**src/rtl/sprite_layer_mapper.sv**
```systemverilog
// sprite_layer_mapper: double-buffered sprite attribute table, priority hit test,
// sprite-sheet ROM addressing and colour-keyed RGB output with fixed 2+ROM_LAT latency.
module sprite_layer_mapper #(
  parameter int NUM_SPRITES = 4,
  parameter int FRAME_W = 32,
  parameter int FRAME_H = 52,
  parameter int SHEET_COLS = 4,
  parameter int SHEET_ROWS = 4,
  parameter int SHEET_W = 128,
  parameter int ADDR_W = 15,
  parameter int ROM_LAT = 1,
  parameter int COORD_W = 11,
  parameter logic [31:0] KEY = 32'h00FF0000,
  localparam int IW = NUM_SPRITES > 1 ? $clog2(NUM_SPRITES) : 1,
  localparam int FRW = SHEET_COLS * SHEET_ROWS > 1 ? $clog2(SHEET_COLS * SHEET_ROWS) : 1
) (
  input  logic               Clk,
  input  logic               Reset_n,
  input  logic [9:0]         DrawX,
  input  logic [9:0]         DrawY,
  input  logic               pix_valid,
  input  logic               frame_start,
  input  logic               attr_we,
  input  logic [IW-1:0]      attr_idx,
  input  logic [COORD_W-1:0] attr_x,
  input  logic [COORD_W-1:0] attr_y,
  input  logic [FRW-1:0]     attr_frame,
  input  logic               attr_en,
  output logic [ADDR_W-1:0]  rom_addr,
  input  logic [31:0]        rom_data,
  output logic [7:0]         Red,
  output logic [7:0]         Green,
  output logic [7:0]         Blue,
  output logic               pix_valid_out,
  output logic               sprite_hit,
  output logic [IW-1:0]      sprite_id
);
  localparam int CW = COORD_W + 1;
  localparam int SBW = 2 + IW + 7;
  localparam logic [31:0] SC = SHEET_COLS, FH = FRAME_H, FW = FRAME_W, SW = SHEET_W;
  logic [COORD_W-1:0] pend_x [NUM_SPRITES], pend_y [NUM_SPRITES], act_x [NUM_SPRITES], act_y [NUM_SPRITES];
  logic [FRW-1:0] pend_f [NUM_SPRITES], act_f [NUM_SPRITES];
  logic [NUM_SPRITES-1:0] pend_e, act_e, hits;
  logic wr, hit0, dv, dh, opaque;
  logic [IW-1:0] id0, did;
  logic [CW-1:0] dxz, dyz;
  logic [31:0] dx, dy, fr, fc;
  logic [ADDR_W-1:0] addr0;
  logic [6:0] dxh;
  logic [SBW-1:0] s1, dl [ROM_LAT];
  assign wr = attr_we && 32'(attr_idx) < NUM_SPRITES;
  assign dxz = CW'(DrawX);
  assign dyz = CW'(DrawY);
  always_ff @(posedge Clk or negedge Reset_n)
    if (!Reset_n) begin
      for (int i = 0; i < NUM_SPRITES; i++) begin
        pend_x[i] <= '0;
        pend_y[i] <= '0;
        pend_f[i] <= '0;
        pend_e[i] <= 1'b0;
        act_x[i] <= '0;
        act_y[i] <= '0;
        act_f[i] <= '0;
        act_e[i] <= 1'b0;
      end
    end else begin
      if (wr) begin
        pend_x[attr_idx] <= attr_x;
        pend_y[attr_idx] <= attr_y;
        pend_f[attr_idx] <= attr_frame;
        pend_e[attr_idx] <= attr_en;
      end
      // a write landing on the commit edge is folded straight into the active bank
      if (frame_start)
        for (int i = 0; i < NUM_SPRITES; i++) begin
          act_x[i] <= (wr && 32'(attr_idx) == i) ? attr_x : pend_x[i];
          act_y[i] <= (wr && 32'(attr_idx) == i) ? attr_y : pend_y[i];
          act_f[i] <= (wr && 32'(attr_idx) == i) ? attr_frame : pend_f[i];
          act_e[i] <= (wr && 32'(attr_idx) == i) ? attr_en : pend_e[i];
        end
    end
  always_comb begin
    hit0 = 1'b0;
    id0 = '0;
    for (int i = NUM_SPRITES - 1; i >= 0; i--) begin
      hits[i] = act_e[i] && dxz >= CW'(act_x[i]) && dxz < CW'(act_x[i]) + CW'(FRAME_W)
                && dyz >= CW'(act_y[i]) && dyz < CW'(act_y[i]) + CW'(FRAME_H);
      if (hits[i]) begin
        hit0 = 1'b1;
        id0 = IW'(i);
      end
    end
    hit0 = hit0 && pix_valid;
  end
  always_comb begin
    dx = 32'(dxz - CW'(act_x[id0]));
    dy = 32'(dyz - CW'(act_y[id0]));
    fr = 32'(act_f[id0]) / SC;
    fc = 32'(act_f[id0]) % SC;
    addr0 = hit0 ? ADDR_W'((fr * FH + dy) * SW + fc * FW + dx) : '0;
  end
  assign {dv, dh, did, dxh} = dl[ROM_LAT-1];
  assign opaque = dh && rom_data != KEY;
  always_ff @(posedge Clk or negedge Reset_n)
    if (!Reset_n) begin
      rom_addr <= '0;
      s1 <= '0;
      for (int k = 0; k < ROM_LAT; k++) dl[k] <= '0;
      Red <= '0;
      Green <= '0;
      Blue <= '0;
      pix_valid_out <= 1'b0;
      sprite_hit <= 1'b0;
      sprite_id <= '0;
    end else begin
      rom_addr <= addr0;
      s1 <= {pix_valid, hit0, id0, DrawX[9:3]};
      dl[0] <= s1;
      for (int k = 1; k < ROM_LAT; k++) dl[k] <= dl[k-1];
      Red <= opaque ? rom_data[23:16] : 8'h3F;
      Green <= opaque ? rom_data[15:8] : 8'h00;
      Blue <= opaque ? rom_data[7:0] : 8'h3F - {1'b0, dxh};
      pix_valid_out <= dv;
      sprite_hit <= opaque;
      sprite_id <= opaque ? did : '0;
    end
endmodule

```
**config.mk**
```make
export PLATFORM = sky130hd
export DESIGN_NAME = sprite_layer_mapper
export DESIGN_NICKNAME = d
export VERILOG_FILES = /design/src/rtl/sprite_layer_mapper.sv
export SDC_FILE = /design/constraint.sdc
export NUM_CORES = 1
export LEC_CHECK = 0
export ABC_AREA = 1
export CAP_MARGIN = 20
export CORE_MARGIN = 5
export CORE_UTILIZATION = 59
export CTS_CLUSTER_SIZE = 8
export DETAILED_ROUTE_END_ITERATION = 6
export PLACE_DENSITY_LB_ADDON = 0.15
export REMOVE_ABC_BUFFERS = 1
export SYNTH_ARGS = -nofsm -noshare
export SYNTH_HDL_FRONTEND = slang
export SYNTH_SLANG_ARGS = --single-unit
export TNS_END_PERCENT = 1
```
**constraint.sdc**
```tcl
create_clock -name Clk -period 7.6 [get_ports Clk]
set_input_delay 0.76 -clock Clk [delete_from_list [all_inputs] [get_ports Clk]]
set_output_delay 0.76 -clock Clk [all_outputs]
set_load 0.005 [all_outputs]
```
==> flow_metrics.tcl, run 1 <==
set metrics [dict create \
    outcome "completed" \
    routed_wl_mm 43.72 \
    grt_max_degree 131 \
    tns_ps 0 \
    cts_max_level 2 \
    final_cell_mix "nand2_1 (432), dfrtp_1 (281), o21ai_0 (276)" \
    cts_sinks 281 \
    grt_pass1_vias 12920 \
    cts_tree "yes" \
    area_growth_pct 17.02 \
    die_area_sq_um 30850 \
    core_area_sq_um 26950 \
    final_cells 2410 \
    clk_path_buf_depth 3 \
    clock_latency_ps 520 \
    skew_ps 16.31 \
    antenna_found_initial 0 \
    row_count 60 \
    required_ps 8010 \
    synth_cell_types 46 \
    crit_type "in2reg" \
    cp-end-kind "flip-flop" \
    slew_viol_final 0 \
    drive_gt1_share_pct 5.317 \
    drv_cap 0 \
    crit_path_start_kind "input pin" \
    cpMaxStageDelayCell "clkdlybuf4s50_1" \
    drt_iter0_drc 1128 \
    grt_usage_pct 28.45 \
    period_share_pct 90.28 \
    syn_avg_cell_area_sq_um 8.365 \
    hold_viol_final 0 \
    port_buffers 128 \
    setup_viol 0 \
    ant_nets 0 \
    tightest_slew_ps 1005 \
    gr-total-overflow 0 \
    power_density_nw_per_um2 292.9 \
    nFillCells 2136 \
    slew_headroom_pct 33.02 \
    crit_fanout 22 \
    dr.pass1.iters 5 \
    route.detailed.drc 0 \
    grt_pass1_wl_mm 69.93 \
    async_reset_ff_share_pct 100.0 \
    max_stage_delay_ps 790 \
    syn_area_sq_um 16190 \
    post_drt_wl_per_cell_um 18.14 \
    postSynthCellCount 1935 \
    post_cts_buffers 0 \
    ios 129 \
    synth_ff_type "dfrtp_1" \
    synth_seq_cells 281 \
    die_h_um 175.6 \
    placedCellCount 2359 \
    layout_commonest_cell "nand2_1" \
    max-vdd-ir-drop_v 0.0001952 \
    nets 2326 \
    p_leak_nw 9.438 \
    arrival_ps 7270 \
    cp_common_cell "nand2_1" \
    dp_hpwl_mm 32.00 \
    synth_edf_count 0 \
    die_x_um 175.6 \
    via_per_inst 5.639 \
    path_clk_slew_ps 50 \
    gp_congestion 0.9639 \
    ys_warn_count 0 \
    n_antenna_cell 0 \
    cts-root-buf "clkbuf_16" \
    cts_buffers 41 \
    place_area_sq_um 17780 \
    min_period_ps 6862 \
    clock.fmax_ghz 0.1457 \
    finish.utilization_pct 70.28 \
    hold_path.class "reg2reg" \
    vias 13590 \
    design_area_sq_um 18940 \
    grt_setup_unrepaired "no" \
    seq_area_frac_synth_pct 43.44 \
    start_util_pct 60.06 \
]
through the flow:
step	hold WS, ps	power, mW	setup WS, ps
5_1_grt	348.1	5.969	61.18
4_1_cts	345.1	5.551	707.6
6_report	343.2	5.549	738.5
2_1_floorplan	331.2	3.315	1814
3_3_place_gp	331.6	3.894	366.1
3_5_place_dp	334.7	3.940	192.0
worst paths after layout:
kind | from | end | slack [ps] | depth (start not counted)
worst max-delay path | DrawX[9] | rom_addr[14] | 740 | 36
worst min-delay path | s1[2] | dl[2] | 340 | 0
worst min register to register | s1[2] | dl[2] | 340 | 0
min in group asynchronous | Reset_n | pend_f[1] | 350 | 1
worst max register to register | act_y[35] | rom_addr[14] | 850 | 40
max in group asynchronous | Reset_n | pend_y[25] | 5640 | 2
power by group:
group	switching (mW)	internal [mW]	leakage [nW]	total [mW]
combinational	1.29	0.834	5.36	2.12
sequential	0.125	1.72	3.54	1.84
clock	0.613	0.976	0.541	1.59
total	2.02	3.53	9.44	5.55
metal layers:
metal  vias up  GRT usage [%]  share of wire, %
met5         -              0                 0
met4         0          8.025               2.8
met3        81          4.283               7.0
met2       491          42.19                43
met1      6420          43.69                48
li1       6598              -                 -
registers in the layout, summed over array words and instances, names as in the netlist, 8 cells and up:
signal / count
Blue: 8
Green: 8
Red: 8
act_f: 16
act_x: 44
act_y: 44
dl: 11
pend_f: 16
pend_x: 44
pend_y: 44
rom_addr: 15
s1: 11
kinds of logic after synthesis:
family,Yosys count,share of synthesized area [%]
muxes,12,0.8348
AOI/OAI and AO/OA,437,14.20
xor gates and xnor gates,51,2.760
buffers and inverters,301,7.042
and+or+nand+nor,676,17.67
DFF,281,43.44
adders and majority gates,177,14.05
Yosys cell counts, types with 2 or more instances:
library cell,instances,area [sq um]
nor3_1,19,95.09
o211ai_1,3,22.52
o21a_1,6,45.04
nand4_1,24,150.1
ha_1,169,2115
or2_2,6,37.54
o31ai_1,2,15.01
inv_1,241,904.6
nand3_2,3,30.03
nand2_1,436,1637
clkbuf_1,40,150.1
buf_1,9,33.78
a21oi_1,113,565.5
nand3b_1,5,37.54
a31oi_1,2,12.51
a21o_1,10,75.07
nand2_2,7,43.79
buf_2,7,35.03
nor2_4,2,22.52
xnor2_1,13,113.9
dfrtp_1,281,7032
o21ai_0,276,1381
nor2_1,106,397.9
fa_1,8,160.2
o21ai_1,9,45.04
a22oi_1,4,30.03
mux2_2,12,135.1
nand3_1,47,235.2
inv_2,3,11.26
nand4_2,2,25.02
xor2_1,38,332.8
o21bai_1,8,60.06
nor4_1,8,50.05
nor3b_1,4,30.03
layout make-up:
class	count	area, sq um	share of cell area, %
flip-flops and latches	281	7032	37.12
inverters	244	915.9	4.835
multi-input cells	1353	8040	42.45
well taps	341	426.7	2.252
repair buffers	142	1421	7.504
clock buffers	46	1065	5.621
clock inverters	3	41.29	0.2180
worst max-delay path, delay by kind of cell:
family,cells,cell delay [ps]
fa+ha+maj,3,1190
xor+xnor,3,530
simple gates,16,1990
buf+inv,3,900
compound gates,11,1900
repair_timing:
| item | CTS | global route |
|---|---|---|
| setup endpoints to repair | 0 | 1 |
| hold buffers | 0 | 0 |
| resized for setup | 0 | 3 |
(Power assumes the default switching activity.)
==> run 2, diff against run 1 <==
SLEW_MARGIN = 20   (was default)
==> run 2 against run 1 <==
Utilization is 0.056 points lower. Worst hold slack about the same. Clock power is essentially flat. Sequential cell count unchanged. Cell area is essentially flat. Critical path type unchanged. Non-clock buffer count down 1. Global-route usage did not move.
==> flow_metrics.tcl, run 2 (synthesized netlist as in run 1, its figures left out) <==
set metrics [dict create \
    port_buffers 128 \
    layout_commonest_cell "nand2_1" \
    period_share_pct 90.31 \
    r2r_setup_slack_ps 840 \
    pre_cts_ws_ps 192.0 \
    p_switching_mw 2.020 \
    sw_frac_of_total_pct 36.44 \
    cp_common_cell "nand2_1" \
    start_util_pct 60.06 \
    arrival_ps 7270 \
    post_cts_buffers 0 \
    cp-end-kind "flip-flop" \
    cts_buffers 41 \
    setup_viol 0 \
    power_density_nw_per_um2 293.0 \
    cts_sinks 281 \
    outcome "completed" \
    grt_max_degree 131 \
    reg2reg_from "act_y[14]" \
    final_cells 2409 \
    via_per_inst 5.625 \
    combPwrFrac_pct 38.2 \
    slew_headroom_pct 32.77 \
    area_growth_pct 16.93 \
    die_x_um 175.6 \
    ant_nets 0 \
    post_drt_wl_per_cell_um 18.17 \
    ios 129 \
    path_clk_slew_ps 50 \
    grt_pass1_vias 12920 \
    layout_setup_ws_ps 736.5 \
    clock_latency_ps 520 \
    r2r_cells 37 \
    worstHoldEndpoint "pix_valid_out" \
    r2r_end "rom_addr[14]" \
    gr-total-overflow 0 \
    whs_path_depth 0 \
    cts_max_level 2 \
    slew_viol_final 0 \
    required_ps 8010 \
    max-vdd-ir-drop_v 0.0001954 \
    final_cell_mix "nand2_1 (432), dfrtp_1 (281), o21ai_0 (276)" \
    nets 2325 \
    skew_ps 16.94 \
    finish.utilization_pct 70.23 \
    row_count 60 \
    cts_tree "yes" \
    grt_usage_pct 28.45 \
    die_h_um 175.6 \
    crit_path_start_kind "input pin" \
    p_clk_share_pct 28.6 \
    dp_hpwl_mm 32.00 \
    max_stage_delay_ps 800 \
    core_area_sq_um 26950 \
    n_antenna_cell 0 \
    clock.fmax_ghz 0.1457 \
    die_area_sq_um 30850 \
    hp-start "dl[10]" \
    gp_congestion 0.9639 \
    hold_viol_final 0 \
    placedCellCount 2359 \
    drv_cap 0 \
    vias 13550 \
    p_int_mw 3.525 \
    antenna_found_initial 0 \
    seq_power_share_pct 33.2 \
    clk_path_buf_depth 3 \
    grt_setup_unrepaired "no" \
    min_period_ps 6864 \
    drt_iter0_drc 1153 \
    tns_ps 0 \
    routed_wl_mm 43.78 \
    p_leak_nw 9.435 \
    dr.pass1.iters 7 \
    route.detailed.drc 0 \
    hold_path.class "reg2reg" \
    grt_pass1_wl_mm 69.93 \
    cts-root-buf "clkbuf_16" \
    crit_fanout 22 \
    drive_gt1_share_pct 5.271 \
    tightest_slew_ps 1008 \
    cpMaxStageDelayCell "clkdlybuf4s50_1" \
    crit_type "in2reg" \
]
==> run 2: critical path: cells and delay by family <==
kind                       cells  cell delay (ps)
and+or+nand+nor               16             2000
adders and majority gates      3             1200
AOI/OAI and AO/OA             11             1880
xor gates and xnor gates       3              530
buffers and inverters          3              910
==> run 2: final cells by class <==
type,instances,area [sq um]
clock buffers,46,1065
clock inverters,3,41.29
fillers,2139,8024
inverters,244,915.9
multi-input cells,1353,8045
flip-flops and latches,281,7032
well taps,341,426.7
repair buffers,141,1401
==> run 2: worst max-delay path by stage <==
stage	from	to	slack (ps)
4_1_cts	DrawX[9]	rom_addr[14]	710
2_1_floorplan	act_y[13]	rom_addr[14]	1810
3_5_place_dp	DrawX[9]	rom_addr[14]	190
6_report	DrawX[9]	rom_addr[14]	740
3_3_place_gp	DrawX[9]	rom_addr[14]	370
5_1_grt	DrawX[9]	rom_addr[14]	60
==> run 2: metal layers <==
metal | global-route usage [%] | part of all wire [%]
met2 | 42.19 | 43
met3 | 4.283 | 7.7
met4 | 8.025 | 2.8
met5 | 0 | 0
met1 | 43.69 | 47
==> run 2: timing repair <==
action / 4_1_cts / 5_1_grt
gates resized for setup: 0 / 3
hold buffers: 0 / 0
endpoints found under the setup margin: 0 / 1
==> run 2: metrics by stage <==
stage,instance area [sq um],hold WS (ps),total power [mW]
after floorplan,15960,331.2,3.315
after global placement,17780,331.6,3.894
after detailed placement,17780,334.7,3.940
after CTS,18880,345.1,5.551
after global routing,18930,348.1,5.967
final,18930,343.4,5.545
==> run 2: power groups by stage <==
stage / Clock, mW / Combinational, mW / Sequential, mW
5_1_grt: 1.68 / 2.42 / 1.86
6_report: 1.59 / 2.12 / 1.84
3_3_place_gp: 0 / 2.04 / 1.85
2_1_floorplan: 0 / 1.49 / 1.82
3_5_place_dp: 0 / 2.08 / 1.86
4_1_cts: 1.61 / 2.10 / 1.84
